$ cat config.mk
export PLATFORM = sky130hd
export DESIGN_NAME = sdram_arbiter
export DESIGN_NICKNAME = d
export VERILOG_FILES = /design/src/rtl/sdram_arbiter_pkg.sv /design/src/rtl/sdram_arbiter_cmd_mux.sv /design/src/rtl/sdram_arbiter.sv
export SDC_FILE = /design/constraint.sdc
export NUM_CORES = 1
export LEC_CHECK = 0
export ABC_AREA = 1
export BUFFER_PORTS_ARGS = -buffer_cell sky130_fd_sc_hd__buf_2
export CAP_MARGIN = 20
export CORE_MARGIN = 2
export CORE_UTILIZATION = 39
export DETAILED_ROUTE_END_ITERATION = 6
export PLACE_DENSITY = 0.85
export SYNTH_ARGS = -nofsm -noshare
export SYNTH_HDL_FRONTEND = slang
export SYNTH_HIERARCHICAL = 1
export SYNTH_SLANG_ARGS = --single-unit
$ cat constraint.sdc
create_clock -name sys_clk_i -period 2.4 [get_ports sys_clk_i]
set_clock_uncertainty 0.05 [all_clocks]
set_input_delay 0.48 -clock sys_clk_i [delete_from_list [all_inputs] [get_ports sys_clk_i]]
set_output_delay 0.48 -clock sys_clk_i [all_outputs]
set_load 0.005 [all_outputs]
$ cat src/rtl/sdram_arbiter_pkg.sv
// Shared constants for the SDRAM command arbiter.
// Holds command encodings, arbiter states and the idle bus values.
package sdram_arbiter_pkg;

    // {cs_n, ras_n, cas_n, we_n}
    localparam logic [3:0] CMD_LOAD_MODE  = 4'b0000;
    localparam logic [3:0] CMD_REFRESH    = 4'b0001;
    localparam logic [3:0] CMD_PRECHARGE  = 4'b0010;
    localparam logic [3:0] CMD_ACTIVE     = 4'b0011;
    localparam logic [3:0] CMD_WRITE      = 4'b0100;
    localparam logic [3:0] CMD_READ       = 4'b0101;
    localparam logic [3:0] CMD_BURST_STOP = 4'b0110;
    localparam logic [3:0] CMD_NOP        = 4'b0111;

    localparam logic [1:0]  IDLE_BA   = 2'b11;
    localparam logic [12:0] IDLE_ADDR = 13'h1FFF;

    typedef enum logic [2:0] {
        ST_INIT  = 3'd0,
        ST_ARBIT = 3'd1,
        ST_AREF  = 3'd2,
        ST_WRITE = 3'd3,
        ST_READ  = 3'd4
    } arb_state_e;

    typedef struct packed {
        logic [3:0]  cmd;
        logic [1:0]  ba;
        logic [12:0] addr;
    } sdram_bus_t;

endpackage

$ cat src/rtl/sdram_arbiter_cmd_mux.sv
// Combinational 4-way command/bank/address mux plus DQ enable,
// selected by the arbiter state.
module sdram_arbiter_cmd_mux
    import sdram_arbiter_pkg::*;
#(
    parameter int DATA_W = 16
) (
    input  arb_state_e        state_i,
    input  sdram_bus_t        init_bus_i,
    input  sdram_bus_t        aref_bus_i,
    input  sdram_bus_t        wr_bus_i,
    input  sdram_bus_t        rd_bus_i,
    input  logic              wr_sdram_en_i,
    input  logic [DATA_W-1:0] wr_sdram_data_i,
    output sdram_bus_t        bus_o,
    output logic [DATA_W-1:0] dq_o,
    output logic              dq_oe_o
);

    always_comb begin
        bus_o   = init_bus_i;
        dq_oe_o = 1'b0;
        unique case (state_i)
            ST_INIT:  bus_o = init_bus_i;
            ST_AREF:  bus_o = aref_bus_i;
            ST_WRITE: begin
                bus_o   = wr_bus_i;
                dq_oe_o = wr_sdram_en_i;
            end
            ST_READ:  bus_o = rd_bus_i;
            ST_ARBIT: bus_o = '{cmd: CMD_NOP, ba: IDLE_BA, addr: IDLE_ADDR};
            default:  bus_o = init_bus_i;
        endcase
    end

    assign dq_o = wr_sdram_data_i;

endmodule

$ cat src/rtl/sdram_arbiter.sv
// SDRAM command arbiter: init hold, then refresh > write > read grants.
// Optional refresh-miss counter with SDRAM_ARB_REF_MISS_CNT_EN.
module sdram_arbiter
    import sdram_arbiter_pkg::*;
#(
    parameter int DATA_W = 16
) (
    input  logic              sys_clk_i,
    input  logic              rst_n_i,
    input  logic              init_end_i,
    input  logic [3:0]        init_cmd_i,
    input  logic [1:0]        init_ba_i,
    input  logic [12:0]       init_addr_i,
    input  logic              aref_req_i,
    input  logic              aref_end_i,
    input  logic [3:0]        aref_cmd_i,
    input  logic [1:0]        aref_ba_i,
    input  logic [12:0]       aref_addr_i,
    output logic              aref_en_o,
    input  logic              wr_req_i,
    input  logic              wr_end_i,
    input  logic [3:0]        wr_cmd_i,
    input  logic [1:0]        wr_ba_i,
    input  logic [12:0]       wr_addr_i,
    input  logic              wr_sdram_en_i,
    input  logic [DATA_W-1:0] wr_sdram_data_i,
    output logic              wr_en_o,
    input  logic              rd_req_i,
    input  logic              rd_end_i,
    input  logic [3:0]        rd_cmd_i,
    input  logic [1:0]        rd_ba_i,
    input  logic [12:0]       rd_addr_i,
    output logic              rd_en_o,
    output logic              sdram_cke_o,
    output logic              sdram_cs_n_o,
    output logic              sdram_ras_n_o,
    output logic              sdram_cas_n_o,
    output logic              sdram_we_n_o,
    output logic [1:0]        sdram_ba_o,
    output logic [12:0]       sdram_addr_o,
    output logic [DATA_W-1:0] sdram_dq_o,
    output logic              sdram_dq_oe_o
`ifdef SDRAM_ARB_REF_MISS_CNT_EN
    ,
    output logic [7:0]        ref_miss_cnt_o
`endif
);

    arb_state_e state_q;
    logic       pend_q;
    logic       pend_w;
    logic       take_w;
    logic       pend_d;
    logic       cke_q;
    logic       aref_en_q;
    logic       wr_en_q;
    logic       rd_en_q;
    sdram_bus_t bus_w;

    // A request pulse seen in ARBIT is granted in the very next cycle.
    assign pend_w = pend_q | aref_req_i;
    assign take_w = (state_q == ST_ARBIT) && pend_w;
    assign pend_d = take_w ? (pend_q & aref_req_i) : pend_w;

    always_ff @(posedge sys_clk_i or negedge rst_n_i) begin
        if (!rst_n_i) begin
            state_q   <= ST_INIT;
            pend_q    <= 1'b0;
            cke_q     <= 1'b0;
            aref_en_q <= 1'b0;
            wr_en_q   <= 1'b0;
            rd_en_q   <= 1'b0;
        end else begin
            cke_q  <= 1'b1;
            pend_q <= pend_d;
            unique case (state_q)
                ST_INIT: begin
                    if (init_end_i) state_q <= ST_ARBIT;
                end
                ST_ARBIT: begin
                    if (pend_w) begin
                        state_q   <= ST_AREF;
                        aref_en_q <= 1'b1;
                    end else if (wr_req_i) begin
                        state_q <= ST_WRITE;
                        wr_en_q <= 1'b1;
                    end else if (rd_req_i) begin
                        state_q <= ST_READ;
                        rd_en_q <= 1'b1;
                    end
                end
                ST_AREF: begin
                    if (aref_end_i) begin
                        state_q   <= ST_ARBIT;
                        aref_en_q <= 1'b0;
                    end
                end
                ST_WRITE: begin
                    if (wr_end_i) begin
                        state_q <= ST_ARBIT;
                        wr_en_q <= 1'b0;
                    end
                end
                ST_READ: begin
                    if (rd_end_i) begin
                        state_q <= ST_ARBIT;
                        rd_en_q <= 1'b0;
                    end
                end
                default: begin
                    state_q   <= ST_INIT;
                    aref_en_q <= 1'b0;
                    wr_en_q   <= 1'b0;
                    rd_en_q   <= 1'b0;
                end
            endcase
        end
    end

`ifdef SDRAM_ARB_REF_MISS_CNT_EN
    logic [7:0] miss_q;
    logic [7:0] miss_d;

    always_comb begin
        miss_d = miss_q;
        if (aref_req_i && pend_q && (miss_q != 8'hFF)) miss_d = miss_q + 8'd1;
    end

    always_ff @(posedge sys_clk_i or negedge rst_n_i) begin
        if (!rst_n_i) miss_q <= 8'd0;
        else          miss_q <= miss_d;
    end

    assign ref_miss_cnt_o = miss_q;
`endif

    sdram_arbiter_cmd_mux #(
        .DATA_W (DATA_W)
    ) u_mux (
        .state_i         (state_q),
        .init_bus_i      ('{cmd: init_cmd_i, ba: init_ba_i, addr: init_addr_i}),
        .aref_bus_i      ('{cmd: aref_cmd_i, ba: aref_ba_i, addr: aref_addr_i}),
        .wr_bus_i        ('{cmd: wr_cmd_i, ba: wr_ba_i, addr: wr_addr_i}),
        .rd_bus_i        ('{cmd: rd_cmd_i, ba: rd_ba_i, addr: rd_addr_i}),
        .wr_sdram_en_i   (wr_sdram_en_i),
        .wr_sdram_data_i (wr_sdram_data_i),
        .bus_o           (bus_w),
        .dq_o            (sdram_dq_o),
        .dq_oe_o         (sdram_dq_oe_o)
    );

    assign {sdram_cs_n_o, sdram_ras_n_o, sdram_cas_n_o, sdram_we_n_o} = bus_w.cmd;
    assign sdram_ba_o   = bus_w.ba;
    assign sdram_addr_o = bus_w.addr;
    assign sdram_cke_o  = cke_q;
    assign aref_en_o    = aref_en_q;
    assign wr_en_o      = wr_en_q;
    assign rd_en_o      = rd_en_q;

endmodule
==> summary.md <==
| Metric | Value |
|---|---|
| WHS | `0.0320 ns` |
| Largest fanout on the critical path | `9` |
| Vias/cell | `4.59` |
| Max VDD drop | `0.352 mV` |
| Buf/Inv on CP | `2` |
| WL final | `4.36 mm` |
| CP Launch Type | `flip-flop` |
| RR Startpoint | `state_q[2]$_DFFE_PN0P_` |
| Horiz. Die Dim | `66.3 um` |
| Netlist cell types | `21` |
| Starting DRT DRC Count | `115` |
| MaxCap Viol Count | `0` |
| Post-DP HPWL | `3.44 mm` |
| RSZ-0062 raised after global routing | `false` |
| Mapped Area | `0.00151 mm2` |
| DR WL/cell | `10.3 um` |
| Area Overhead vs Synth | `32.7%` |
| Post-synth EDFFs | `0` |
| Pleak | `1.30 nW` |
| # rows | `22` |
| CP endpoint | `sdram_addr_o[3]` |
| CP Depth | `6` |
| H-tree depth | `1` |
| Num CTS Buffers | `3` |
| WP data arrival | `1.66 ns` |
| FF+latch area | `200 um2` |
| First-pass GRT wire length | `6.87 mm` |
| Syn Area/Cell | `5.29 um2` |
| Clock latency on the worst-skew pair | `0.23 ns` |
| Max Fclk | `456 MHz` |
| Critical Path Start | `state_q[1]$_DFFE_PN0P_` |
| Seq/Total Area, Yosys | `13.2%` |
| WP data required | `1.87 ns` |
| Initial core utilization | `41.0%` |
| Commonest non-fill, non-tap cell in the layout | `buf_2` |
| Clock sinks | `8` |
| Finish-stage setup viols | `0` |
| Final hold vios | `0` |
| Critical path's top delay family | `flip-flops` |
| CP Cell Sequence | `nand3_1 > buf_4 > nor2_1 > nor2_1 > nand3_1 > buf_2` |
| Largest net degree at the start of global routing | `26` |
| Share of layout cells above drive strength 1 | `36.1%` |
| Vias in the first global route | `1625` |
| I/O pin count | `142` |
| Outcome | `completed` |
| Fin crit period | `2.19 ns` |
| Total die area | `0.00440 mm2` |
| Power Dens Cells | `944 mW/mm2` |
| Post-DRT Antenna Nets | `0` |
| Reg2reg setup slack | `1.01 ns` |
| Via Count | `1951` |
| Drt pass-1 iters | `5` |
| Core Region | `0.00369 mm2` |
| Ys async rst share | `100%` |
| Clock tree buffer depth | `2` |
| Reg-to-Reg End | `state_q[1]$_DFFE_PN0P_` |
| Total GRT Usage | `19.7%` |
| Synthesized net count | `388` |
| Yosys warns | `6` |
| Nets | `481` |
| ANT cells | `0` |
| Ys flop type | `dfrtp_1` |
| Max incr delay on CP | `0.60 ns` |
| Mapped Cells | `286` |
| DRC | `0` |
| IO Port Bufs | `109` |
| Critical path class | `reg -> out` |
| Multi-input gate area | `881 um2` |
| Most frequent cells in the layout | `109 x buf_2, 64 x nor2_1, 61 x inv_1` |
| Worst-path clk slew | `0.04 ns` |
| Chip Height | `66.3 um` |
| CTS tree | `yes` |
| Path depth of the worst reg2reg path | `9` |
| Routability Congestion | `0.853` |
| Synthesis-stage register bit count | `8` |
| Fin crit share | `91.3%` |
| Max-slew violations | `0` |
| Worst path slowest cell | `dfrtp_1` |
| Worst hold path type | `in -> async` |
| CP Capture Type | `primary output` |
| Total Neg Setup Slack | `0 ns` |
| Total grt overflow | `0` |
| Fill cells | `388` |
| Root buf cell | `clkbuf_8` |
| Initial antenna violation count | `0` |
-- report_power, final --
| group | internal (mW) | total, mW | switching, mW | leakage (nW) |
|---|---|---|---|---|
| Combinational | 0.635 | 1.49 | 0.854 | 1.18 |
| Clock | 0.109 | 0.164 | 0.0548 | 0.0216 |
| Sequential | 0.182 | 0.245 | 0.0630 | 0.0985 |
| Total | 0.926 | 1.90 | 0.972 | 1.30 |
-- metal layers --
layer  up-vias  routed length (um)  part of all wire [%]  global-route usage, %
met3        10                 465                    11                   5.28
met2        96                1990                    46                   32.3
met5         -                   0                     0                      0
met1       814                1810                    42                   23.3
met4         0                  96                   2.2                   10.5
li1       1031                   -                     -                      -
-- through the flow --
stage	util [%]	worst slack [ns]	total power, mW	instance area (um2)	cells
6_report	54.5	0.208	1.90	2010	425
5_1_grt	54.5	0.0225	2.13	2010	425
4_1_cts	54.3	0.159	1.90	2000	425
3_5_place_dp	53.2	0.420	1.72	1960	422
3_3_place_gp	53.2	0.458	1.71	1960	422
2_1_floorplan	-	0.712	1.29	1510	286
-- kinds of logic (layout without fill, tap and decap cells) --
| kind of cell | count (synthesis) | after routing | share of synthesized area (%) |
|---|---|---|---|
| and+or+nand+nor | 177 | 177 | 53.4 |
| buffers and inverters | 90 | 181 | 29.1 |
| AOI/OAI and AO/OA | 10 | 10 | 4.05 |
| other | 1 | 1 | 0.248 |
| DFF | 8 | 8 | 13.2 |
-- synth_stat cells, drive strengths merged, types with 3 or more instances --
cell type	instances	area [um2]
a21oi	3	15.0
buf	27	204
dfrtp	8	200
inv	63	236
nand2	39	151
nand3	64	340
nor2	71	294
o21ai	6	33.8
-- how the worst min path moves through the flow --
stage / from / end / depth (start not counted)
6_report: rst_n_i / rd_en_o$_DFFE_PN0P_ / 1
5_1_grt: rst_n_i / rd_en_o$_DFFE_PN0P_ / 1
4_1_cts: rst_n_i / rd_en_o$_DFFE_PN0P_ / 1
3_5_place_dp: rst_n_i / wr_en_o$_DFFE_PN0P_ / 1
3_3_place_gp: rst_n_i / rd_en_o$_DFFE_PN0P_ / 1
2_1_floorplan: rst_n_i / aref_en_o$_DFFE_PN0P_ / 0
-- repair_timing --
action,in CTS,in global routing
resized for setup,0,1
hold buffers,0,0
endpoints found under the setup margin,0,1
buffers inserted,0,0
-- state kept, by name, indices dropped and copies added (netlist names) --
signal	cells
rd_en_o	1
sdram_cke_o	1
aref_en_o	1
state_q	3
wr_en_o	1
pend_q	1
-- layout make-up --
cell class	count	area share (%)
Clock buffer	3	2.05
Sequential cell	8	9.96
Timing Repair Buffer	115	29.4
Multi-Input combinational cell	188	43.8
Tap cell	48	2.99
Inverter	63	11.8
Power figures use the tool's default switching activity.
